<file path="config.mk">
export PLATFORM = sky130hd
export DESIGN_NAME = fir_stream_driver
export DESIGN_NICKNAME = d
export VERILOG_FILES = /design/src/rtl/fir_drv_pkg.sv /design/src/rtl/fir_drv_fifo.sv /design/src/rtl/fir_stream_driver.sv
export SDC_FILE = /design/constraint.sdc
export NUM_CORES = 1
export LEC_CHECK = 0
export CORE_ASPECT_RATIO = 0.5
export CORE_MARGIN = 5
export CORE_UTILIZATION = 49
export DETAILED_ROUTE_END_ITERATION = 6
export HOLD_SLACK_MARGIN = 0.15
export PLACE_DENSITY = 0.69
export SLEW_MARGIN = 0
export SYNTH_ARGS = -nofsm -noshare
export SYNTH_HDL_FRONTEND = slang
export SYNTH_SLANG_ARGS = --single-unit
</file>
<file path="constraint.sdc">
create_clock -name i_clk -period 6.5 [get_ports i_clk]
set_input_delay 1.3 -clock i_clk [delete_from_list [all_inputs] [get_ports i_clk]]
set_output_delay 1.3 -clock i_clk [all_outputs]
set_load 0.02 [all_outputs]
</file>
<file path="src/rtl/fir_drv_pkg.sv">
// Shared types and helpers for the FIR stream driver: controller state encoding
// and FIFO level widths.
package fir_drv_pkg;

    typedef enum logic [1:0] {
        ST_IDLE        = 2'd0,
        ST_ISSUE       = 2'd1,
        ST_WAIT_RESULT = 2'd2,
        ST_ACK         = 2'd3
    } drv_state_e;

    // A level counter must be able to hold the value DEPTH itself.
    function automatic int level_w(input int depth);
        return $clog2(depth) + 1;
    endfunction

endpackage

</file>
<file path="src/rtl/fir_drv_fifo.sv">
// Synchronous first-word-fall-through FIFO with an occupancy output. The head
// word reads as zero while the FIFO is empty.
module fir_drv_fifo
    import fir_drv_pkg::*;
#(
    parameter int DEPTH = 8,
    parameter int WIDTH = 24
) (
    input  logic                      i_clk,
    input  logic                      i_rst,
    input  logic                      i_push,
    input  logic [WIDTH-1:0]          iv_wdata,
    input  logic                      i_pop,
    output logic [WIDTH-1:0]          ov_rdata,
    output logic                      o_empty,
    output logic                      o_full,
    output logic [level_w(DEPTH)-1:0] ov_level
);

    localparam int AW = $clog2(DEPTH);
    localparam int LW = level_w(DEPTH);

    logic [WIDTH-1:0] r_mem [DEPTH];
    logic [AW-1:0]    r_wr_ptr;
    logic [AW-1:0]    r_rd_ptr;
    logic [LW-1:0]    r_level;

    always_ff @(posedge i_clk) begin
        if (i_push) begin
            r_mem[r_wr_ptr] <= iv_wdata;
        end
    end

    // Pointers wrap naturally because DEPTH is a power of two.
    always_ff @(posedge i_clk) begin
        if (i_rst) begin
            r_wr_ptr <= '0;
            r_rd_ptr <= '0;
            r_level  <= '0;
        end else begin
            if (i_push) begin
                r_wr_ptr <= r_wr_ptr + 1'b1;
            end
            if (i_pop) begin
                r_rd_ptr <= r_rd_ptr + 1'b1;
            end
            case ({i_push, i_pop})
                2'b10:   r_level <= r_level + 1'b1;
                2'b01:   r_level <= r_level - 1'b1;
                default: r_level <= r_level;
            endcase
        end
    end

    assign o_empty  = (r_level == '0);
    assign o_full   = (r_level == LW'(DEPTH));
    assign ov_level = r_level;
    assign ov_rdata = o_empty ? '0 : r_mem[r_rd_ptr];

endmodule

</file>
<file path="src/rtl/fir_stream_driver.sv">
// Stream-side driver for handshake FIR filters: input FIFO -> one-at-a-time
// sample issue -> guarded result capture -> output FIFO. Optional WAIT_RESULT
// watchdog enabled by defining FIR_DRV_TIMEOUT_EN.
module fir_stream_driver
    import fir_drv_pkg::*;
#(
    parameter int DATA_WIDTH     = 24,
    parameter int IN_DEPTH       = 8,
    parameter int OUT_DEPTH      = 8,
    parameter int RESULT_GUARD   = 4,
    parameter int TIMEOUT_CYCLES = 1024
) (
    input  logic                          i_clk,
    input  logic                          i_rst,
    input  logic [DATA_WIDTH-1:0]         iv_s_data,
    input  logic                          i_s_valid,
    output logic                          o_s_ready,
    output logic [DATA_WIDTH-1:0]         ov_fir_din,
    output logic                          o_fir_din_valid,
    input  logic                          i_fir_ready,
    input  logic [DATA_WIDTH-1:0]         iv_fir_dout,
    input  logic                          i_fir_dout_valid,
    output logic                          o_fir_dout_ready,
    output logic [DATA_WIDTH-1:0]         ov_m_data,
    output logic                          o_m_valid,
    input  logic                          i_m_ready,
    output logic [level_w(IN_DEPTH)-1:0]  ov_in_level,
    output logic [level_w(OUT_DEPTH)-1:0] ov_out_level,
    output logic                          o_timeout,
    output drv_state_e                    o_dbg_state
);

    // Handshakes: the stream sides transfer on any edge where valid && ready;
    // o_s_ready is !in_full only. Toward the filter, o_fir_din_valid is held
    // with stable data until an i_fir_ready pulse, and o_fir_dout_ready is a
    // single-cycle acknowledge of the result captured on the previous edge.
    localparam int GW = (RESULT_GUARD > 0) ? $clog2(RESULT_GUARD + 1) : 1;

    drv_state_e             r_state;
    drv_state_e             w_state_nxt;
    logic [DATA_WIDTH-1:0]  r_din;
    logic [GW-1:0]          r_guard;

    logic                   w_in_push;
    logic                   w_in_pop;
    logic [DATA_WIDTH-1:0]  w_in_head;
    logic                   w_in_empty;
    logic                   w_in_full;
    logic                   w_out_push;
    logic                   w_out_pop;
    logic                   w_out_empty;
    logic                   w_out_full;
    logic                   w_load_din;
    logic                   w_guard_clr;
    logic                   w_guard_done;
    logic                   w_wd_expired;

    assign w_in_push    = i_s_valid && !w_in_full;
    assign w_out_pop    = !w_out_empty && i_m_ready;
    assign w_guard_done = (r_guard == GW'(RESULT_GUARD));

    fir_drv_fifo #(.DEPTH(IN_DEPTH), .WIDTH(DATA_WIDTH)) u_in_fifo (
        .i_clk    (i_clk),
        .i_rst    (i_rst),
        .i_push   (w_in_push),
        .iv_wdata (iv_s_data),
        .i_pop    (w_in_pop),
        .ov_rdata (w_in_head),
        .o_empty  (w_in_empty),
        .o_full   (w_in_full),
        .ov_level (ov_in_level)
    );

    fir_drv_fifo #(.DEPTH(OUT_DEPTH), .WIDTH(DATA_WIDTH)) u_out_fifo (
        .i_clk    (i_clk),
        .i_rst    (i_rst),
        .i_push   (w_out_push),
        .iv_wdata (iv_fir_dout),
        .i_pop    (w_out_pop),
        .ov_rdata (ov_m_data),
        .o_empty  (w_out_empty),
        .o_full   (w_out_full),
        .ov_level (ov_out_level)
    );

`ifdef FIR_DRV_TIMEOUT_EN
    localparam int WDW = $clog2(TIMEOUT_CYCLES + 1);

    logic [WDW-1:0] r_wd;
    logic           r_timeout;

    assign w_wd_expired = (r_wd == WDW'(TIMEOUT_CYCLES - 1));

    // Watchdog restarts with each issued sample; the flag stays set until reset.
    always_ff @(posedge i_clk) begin
        if (i_rst) begin
            r_wd      <= '0;
            r_timeout <= 1'b0;
        end else begin
            if (w_guard_clr) begin
                r_wd <= '0;
            end else if (r_state == ST_WAIT_RESULT) begin
                r_wd <= r_wd + 1'b1;
            end
            if (r_state == ST_WAIT_RESULT && !w_out_push && w_wd_expired) begin
                r_timeout <= 1'b1;
            end
        end
    end

    assign o_timeout = r_timeout;
`else
    assign w_wd_expired = 1'b0;
    assign o_timeout    = 1'b0;
`endif

    always_comb begin
        w_state_nxt = r_state;
        w_in_pop    = 1'b0;
        w_out_push  = 1'b0;
        w_load_din  = 1'b0;
        w_guard_clr = 1'b0;
        case (r_state)
            ST_IDLE: begin
                if (!w_in_empty && !w_out_full) begin
                    w_load_din  = 1'b1;
                    w_state_nxt = ST_ISSUE;
                end
            end
            ST_ISSUE: begin
                if (i_fir_ready) begin
                    w_in_pop    = 1'b1;
                    w_guard_clr = 1'b1;
                    w_state_nxt = ST_WAIT_RESULT;
                end
            end
            ST_WAIT_RESULT: begin
                // A valid seen before the guard expires may be the previous result.
                if (w_guard_done && i_fir_dout_valid) begin
                    w_out_push  = 1'b1;
                    w_state_nxt = ST_ACK;
                end else if (w_wd_expired) begin
                    w_state_nxt = ST_IDLE;
                end
            end
            ST_ACK: begin
                w_state_nxt = ST_IDLE;
            end
            default: begin
                w_state_nxt = ST_IDLE;
            end
        endcase
    end

    always_ff @(posedge i_clk) begin
        if (i_rst) begin
            r_state <= ST_IDLE;
            r_din   <= '0;
            r_guard <= '0;
        end else begin
            r_state <= w_state_nxt;
            if (w_load_din) begin
                r_din <= w_in_head;
            end
            if (w_guard_clr) begin
                r_guard <= '0;
            end else if (r_state == ST_WAIT_RESULT && !w_guard_done) begin
                r_guard <= r_guard + 1'b1;
            end
        end
    end

    assign o_s_ready        = !w_in_full;
    assign ov_fir_din       = r_din;
    assign o_fir_din_valid  = (r_state == ST_ISSUE);
    assign o_fir_dout_ready = (r_state == ST_ACK);
    assign o_m_valid        = !w_out_empty;
    assign o_dbg_state      = r_state;

endmodule

</file>
Word-level counts from Yosys, hierarchy flattened
Memories as Yosys holds them, arrays and structs flattened. A register that Yosys moved wholly into a read port is not among the register bits.
Index checks and enable logic that the tools add are counted.
{"block": "totals", "reg_bits": 25, "mem_bits_rw": 384, "word_cells": 68, "mem_count": 2, "mem_bits_ro": 0, "latch_bits": 0}
{"name": "u_in_fifo.r_mem", "words": 8, "word_bits": 24, "rd": 1, "rd_clocked_by_memory_dff": 1, "wr": 1, "line_no": "fir_drv_fifo.sv:23", "text": "logic [WIDTH-1:0] r_mem [DEPTH];"}
{"name": "u_out_fifo.r_mem", "words": 8, "word_bits": 24, "rd": 1, "rd_clocked_by_memory_dff": 1, "wr": 1, "line_no": "fir_drv_fifo.sv:23"}
{"block": "classes", "n_mul": 0, "eq_ne": 13, "muxes": 19, "order_cmp": 0, "shift": 0, "n_addsub": 9, "n_div": 0, "reduce_logical": 17, "bitwise": 0}
{"cell": "$mux 24", "count": 1}
{"cell": "$pmux 4 s2", "count": 2}
{"cell": "$add 3x1->3 const B", "count": 5}
{"cell": "$mux 1", "count": 10}
{"cell": "$add 4x1->4 const B", "count": 2}
{"cell": "$eq 2x2->1 const B", "count": 4}
{"cell": "$eq 4x4->1 const B", "count": 2}
{"cell": "$logic_not 4->1", "count": 2}
{"cell": "$pmux 2 s4", "count": 1}
{"cell": "$sub 4x1->4 const B", "count": 2}
{"cell": "$eq 2x1->1 const B", "count": 3}
{"cell": "$mux 2", "count": 3}
{"cell": "$mux 3", "count": 2}
{"cell": "$logic_and 1x1->1", "count": 5}
{"cell": "$logic_not 1->1", "count": 5}
{"cell": "$ne 2x2->1 const B", "count": 2}
{"cell": "$reduce_bool 2->1", "count": 2}
{"cell": "$eq 3x3->1 const B", "count": 1}
{"cell": "$reduce_and 3->1", "count": 1}
{"cell": "$logic_not 2->1", "count": 1}
{"cell": "$ne 2x1->1 const B", "count": 1}
{"cell": "$reduce_or 2->1", "count": 1}

Logic depth before layout (Yosys ltp)
{"block": "logic_depth", "ltp_word": 6, "depth_mapped": 11}

Hierarchy
A second synthesis with hierarchy kept.
{"block": "unflattened", "cells_unflattened": 897, "hier_area_um2": 17075.1}
{"mod": "fir_drv_fifo", "cells_per_inst": 374, "n_inst": 2, "area_per_inst_um2": 7926.4, "seq_area_each_um2": 6025.8}
{"mod": "fir_stream_driver", "cells_per_inst": 149, "n_inst": 1, "area_per_inst_um2": 1222.4, "seq_area_each_um2": 580.6}

Worst setup path before layout
OpenSTA, ideal clock, no wires.
{"block": "synth_timing", "path_kind": "in2reg", "startpoint": "in i_s_valid", "endpoint": "mem u_in_fifo.r_mem[0][0] (enable)", "setup_time_ps": 466, "path_slack_ps": 2301, "path_buffers": 0, "cell_stages": 2, "arrival_ps": 3733, "cell_sequence": "nand2_2 -> nor4_1"}
{"block": "synth_between", "elab_chain_cells": 3}
{"item": "start, declared", "line_no": "fir_stream_driver.sv:16", "text": "input logic i_s_valid,"}
{"item": "$logic_and 1x1->1", "line_no": "fir_stream_driver.sv:58", "text": "assign w_in_push = i_s_valid && !w_in_full;"}
{"item": "$mux 1", "line_no": "fir_drv_fifo.sv:29", "text": "if (i_push) begin"}
{"item": "$mux 1 (implied by the code)", "line_no": "fir_drv_fifo.sv:30", "text": "r_mem[r_wr_ptr] <= iv_wdata;"}
{"item": "end, declared", "line_no": "fir_drv_fifo.sv:23"}
No other way between the ends.

==> metrics.cfg <==
[global_routing]
gr_overflow_total = 0
wire_length_of_the_first_global_routing_pass_um = 50650
grt.total_usage = 0.1712
grt_max_degree = 51
antenna_violations_before_repair = 0
grt_pass1_vias = 8527

[synth]
post-synth-top-area-cell = sky130_fd_sc_hd__edfxtp_1
post_synth.cell_area_avg_um2 = 20.41
synth_register_bits = 436
ys_top_cells_by_area = sky130_fd_sc_hd__edfxtp_1 (69%), sky130_fd_sc_hd__mux4_2 (13%), sky130_fd_sc_hd__dfxtp_1 (6.2%), sky130_fd_sc_hd__mux2_2 (1.7%), sky130_fd_sc_hd__mux2i_1 (1.7%)
ys.warnings.count = 0
synth_nets = 893
synth_area_um2 = 16780
edff_count_synth = 384
synth_top_area_frac = 0.6874
post_synth_inst_count = 822
synth-main-ff-cell = sky130_fd_sc_hd__edfxtp_1
register_area_share_after_synthesis = 0.7494
netlist-cell-type-count = 43
asyncSetResetFlopFracSynth = 0

[timing]
tns_ns = 0
clock_skew_ns = 0.02476
unrepaired_setup_endpoints_after_global_routing = false
layout_worst_path_cycle_share = 0.6528
final_max_slew_viol_count = 0
maxClockFrequency_mhz = 235.7
hold_violations = 0
pin_slew_with_the_least_headroom_to_its_limit_ns = 1.060
slew_headroom = 0.2934
setup_viol_count_final = 0
time_the_worst_path_needs_with_i_o_delays_and_setup_ns = 4.243

[pwr]
p_leak_nw = 6.194
ir_worst_vdd_mv = 0.1384
power.density_cell_area_nw_per_um2 = 312.3

[route]
wire_per_inst_um = 22.70
dr.first_iter.drc_count = 671
vias_per_inst = 5.610
wl_um = 32360
routed-via-count = 8000
drc_errors = 0
drtAntennaViolNets = 0
firstDrtPassIters = 7

[die]
area_of_the_die_um2 = 38260
row_count = 47
core_um2 = 33400
number_of_placed_i_o_pins = 117
die_w_um = 271.7
die_height_um = 140.8
initial_util = 0.5022

[cells_and_area]
most_common_cell_after_layout_fill_and_taps_aside = sky130_fd_sc_hd__edfxtp_1
filler_cell_count = 2434
final_net_count = 1029
insertedDiodeCount = 0
final_cell_mix = sky130_fd_sc_hd__edfxtp_1 (384), sky130_fd_sc_hd__clkdlybuf4s50_1 (115), sky130_fd_sc_hd__mux4_2 (96)
fraction_of_final_layout_cells_with_drive_strength_greater_than_1 = 0.2335
area_growth_syn_to_layout_pct = 17.35
finalCoreUtilization = 0.5894

[clock_tree]
cts_hold_buf = 0
clock_insertion_delay_worst_skew_ns = 0.53
h-tree-depth = 2
ctsRootBufferMaster = sky130_fd_sc_hd__clkbuf_16
tritoncts = done
cts_setup_buffers = 0
numClockSinks = 436
clkTransAtPathRegs_ns = 0.06
cts-root-to-sink-buffers = 3
cts_made_buffers = 39
cts_repair_resize_count = 0

[worst_setup_path]
timing.rr.start = u_out_fifo.ov_level[0]$_SDFFE_PP0P_
critical_path_source_type = flop
critical_path_data_required_time_ns = 5.20
data_arrival_time_of_the_critical_path_ns = 2.94
crit_path_end_kind = output port
worst-r2r-setup-slack_ns = 3.69
crit_fanout = 48
crit-reg2reg-capture = u_out_fifo.ov_level[2]$_SDFFE_PP0P_
r2r.worst_path.cells = 11
timing_worst_setup_path_type = flop to output port

[place]
port_bufs = 115
hpwlAfterDp_um = 17250
gp_routability_congestion = 0.7243

[min_path]
min-delay-path-class = flop to flop
worst_hold_path.num_cells = 1
worst_hold_startpoint = ov_fir_din[18]$_SDFFE_PP0P_
holdPathEnd = ov_fir_din[18]$_SDFFE_PP0P_

[run_status]
outcome = completed

[job]
max-cap-violations = 0

-- routing by layer --
metal	share of wire	global-route usage	routed length (um)	up-vias
met4	0.015	0.03563	475	0
met5	0	0	0	-
met2	0.52	0.3021	16790	167
met3	0.041	0.02971	1338	44
met1	0.43	0.2283	13760	4183
li1	-	-	-	3606
-- worst max-delay path by stage --
stage | start | to | slack, ns
3_3_place_gp | flop | ov_m_data[23] | 2.67
6_report | flop | ov_m_data[23] | 2.26
5_1_grt | flop | ov_m_data[23] | 1.98
4_1_cts | flop | ov_m_data[23] | 2.10
2_1_floorplan | i_s_valid | u_in_fifo.r_mem[0][0]$_DFFE_PP_ | 2.30
3_5_place_dp | flop | ov_m_data[23] | 2.66
-- registers in the layout, indices dropped and copies added, names as in the netlist, named ones only --
name,cells
u_in_fifo.r_rd_ptr,3
u_out_fifo.ov_level,4
u_in_fifo.r_wr_ptr,3
u_in_fifo.ov_level,4
u_out_fifo.r_mem,192
u_in_fifo.r_mem,192
u_out_fifo.r_wr_ptr,3
r_guard,3
ov_fir_din,24
o_dbg_state,2
u_out_fifo.r_rd_ptr,3
-- cell type report --
cell class	instances	area (um^2)	area share
clock inverters	17	90.09	0.004576
inverters	8	30.03	0.001525
well taps	441	551.8	0.02803
flip-flops and latches	436	12580	0.6392
multi-input cells	336	4024	0.2044
repair buffers	137	1316	0.06686
clock buffers	51	1091	0.05542
-- cell usage after synthesis (2+ instances only) --
cell / instances
sky130_fd_sc_hd__nand2b_1: 5
sky130_fd_sc_hd__nor3_1: 9
sky130_fd_sc_hd__nor2b_1: 5
sky130_fd_sc_hd__o21ai_0: 6
sky130_fd_sc_hd__a21oi_1: 9
sky130_fd_sc_hd__edfxtp_1: 384
sky130_fd_sc_hd__dfxtp_1: 52
sky130_fd_sc_hd__nand3_1: 7
sky130_fd_sc_hd__inv_1: 7
sky130_fd_sc_hd__xor2_1: 12
sky130_fd_sc_hd__buf_12: 2
sky130_fd_sc_hd__o41ai_1: 2
sky130_fd_sc_hd__or4b_1: 2
sky130_fd_sc_hd__mux2_2: 25
sky130_fd_sc_hd__mux2i_1: 28
sky130_fd_sc_hd__buf_1: 5
sky130_fd_sc_hd__nor2_1: 54
sky130_fd_sc_hd__clkbuf_1: 22
sky130_fd_sc_hd__xnor2_1: 3
sky130_fd_sc_hd__a22o_1: 25
sky130_fd_sc_hd__mux4_2: 96
sky130_fd_sc_hd__or3_1: 3
sky130_fd_sc_hd__a21boi_0: 2
sky130_fd_sc_hd__buf_2: 9
sky130_fd_sc_hd__and2_1: 2
sky130_fd_sc_hd__ha_1: 17
sky130_fd_sc_hd__nand2_1: 11
sky130_fd_sc_hd__buf_4: 3
-- metrics by stage --
stage / setup slack [ns] / power [mW] / cells / cell area, um^2 / hold WS (ns)
4_1_cts: 2.098 / 6.215 / 1426 / 19690 / 0.4830
6_report: 2.257 / 6.149 / 1426 / 19690 / 0.4794
3_3_place_gp: 2.668 / 4.047 / 1358 / 18510 / 0.4641
5_1_grt: 1.981 / 6.398 / 1426 / 19690 / 0.5143
3_5_place_dp: 2.657 / 4.064 / 1358 / 18510 / 0.4677
2_1_floorplan: 2.301 / 3.759 / 822 / 16780 / 0.4618
-- logic make-up after synthesis --
logic type,after synthesis,share of synthesized area
AO/OA/AOI/OAI,48,0.02215
XOR/XNOR,15,0.007831
adder cells (fa/ha/maj),17,0.01268
buffers and inverters,50,0.01492
flip-flops,436,0.7494
multiplexers,149,0.1624
other,1,0.0002235
AND/OR/NAND/NOR,106,0.03043
-- worst max-delay path, stage by stage (launching register included) --
cell                              delay [ns]
sky130_fd_sc_hd__dfxtp_4                1.01
sky130_fd_sc_hd__mux4_2                 0.60
sky130_fd_sc_hd__mux2i_1                0.21
sky130_fd_sc_hd__nor2_1                 0.06
sky130_fd_sc_hd__clkdlybuf4s50_1        0.55
-- power by group --
group / total (mW) / leakage [nW] / internal, mW / switching (mW)
clock network: 2.15 / 0.589 / 1.18 / 0.971
registers: 3.27 / 3.90 / 3.16 / 0.111
logic: 0.721 / 1.71 / 0.367 / 0.355
total: 6.15 / 6.19 / 4.71 / 1.44
(Power assumes the default switching activity.)
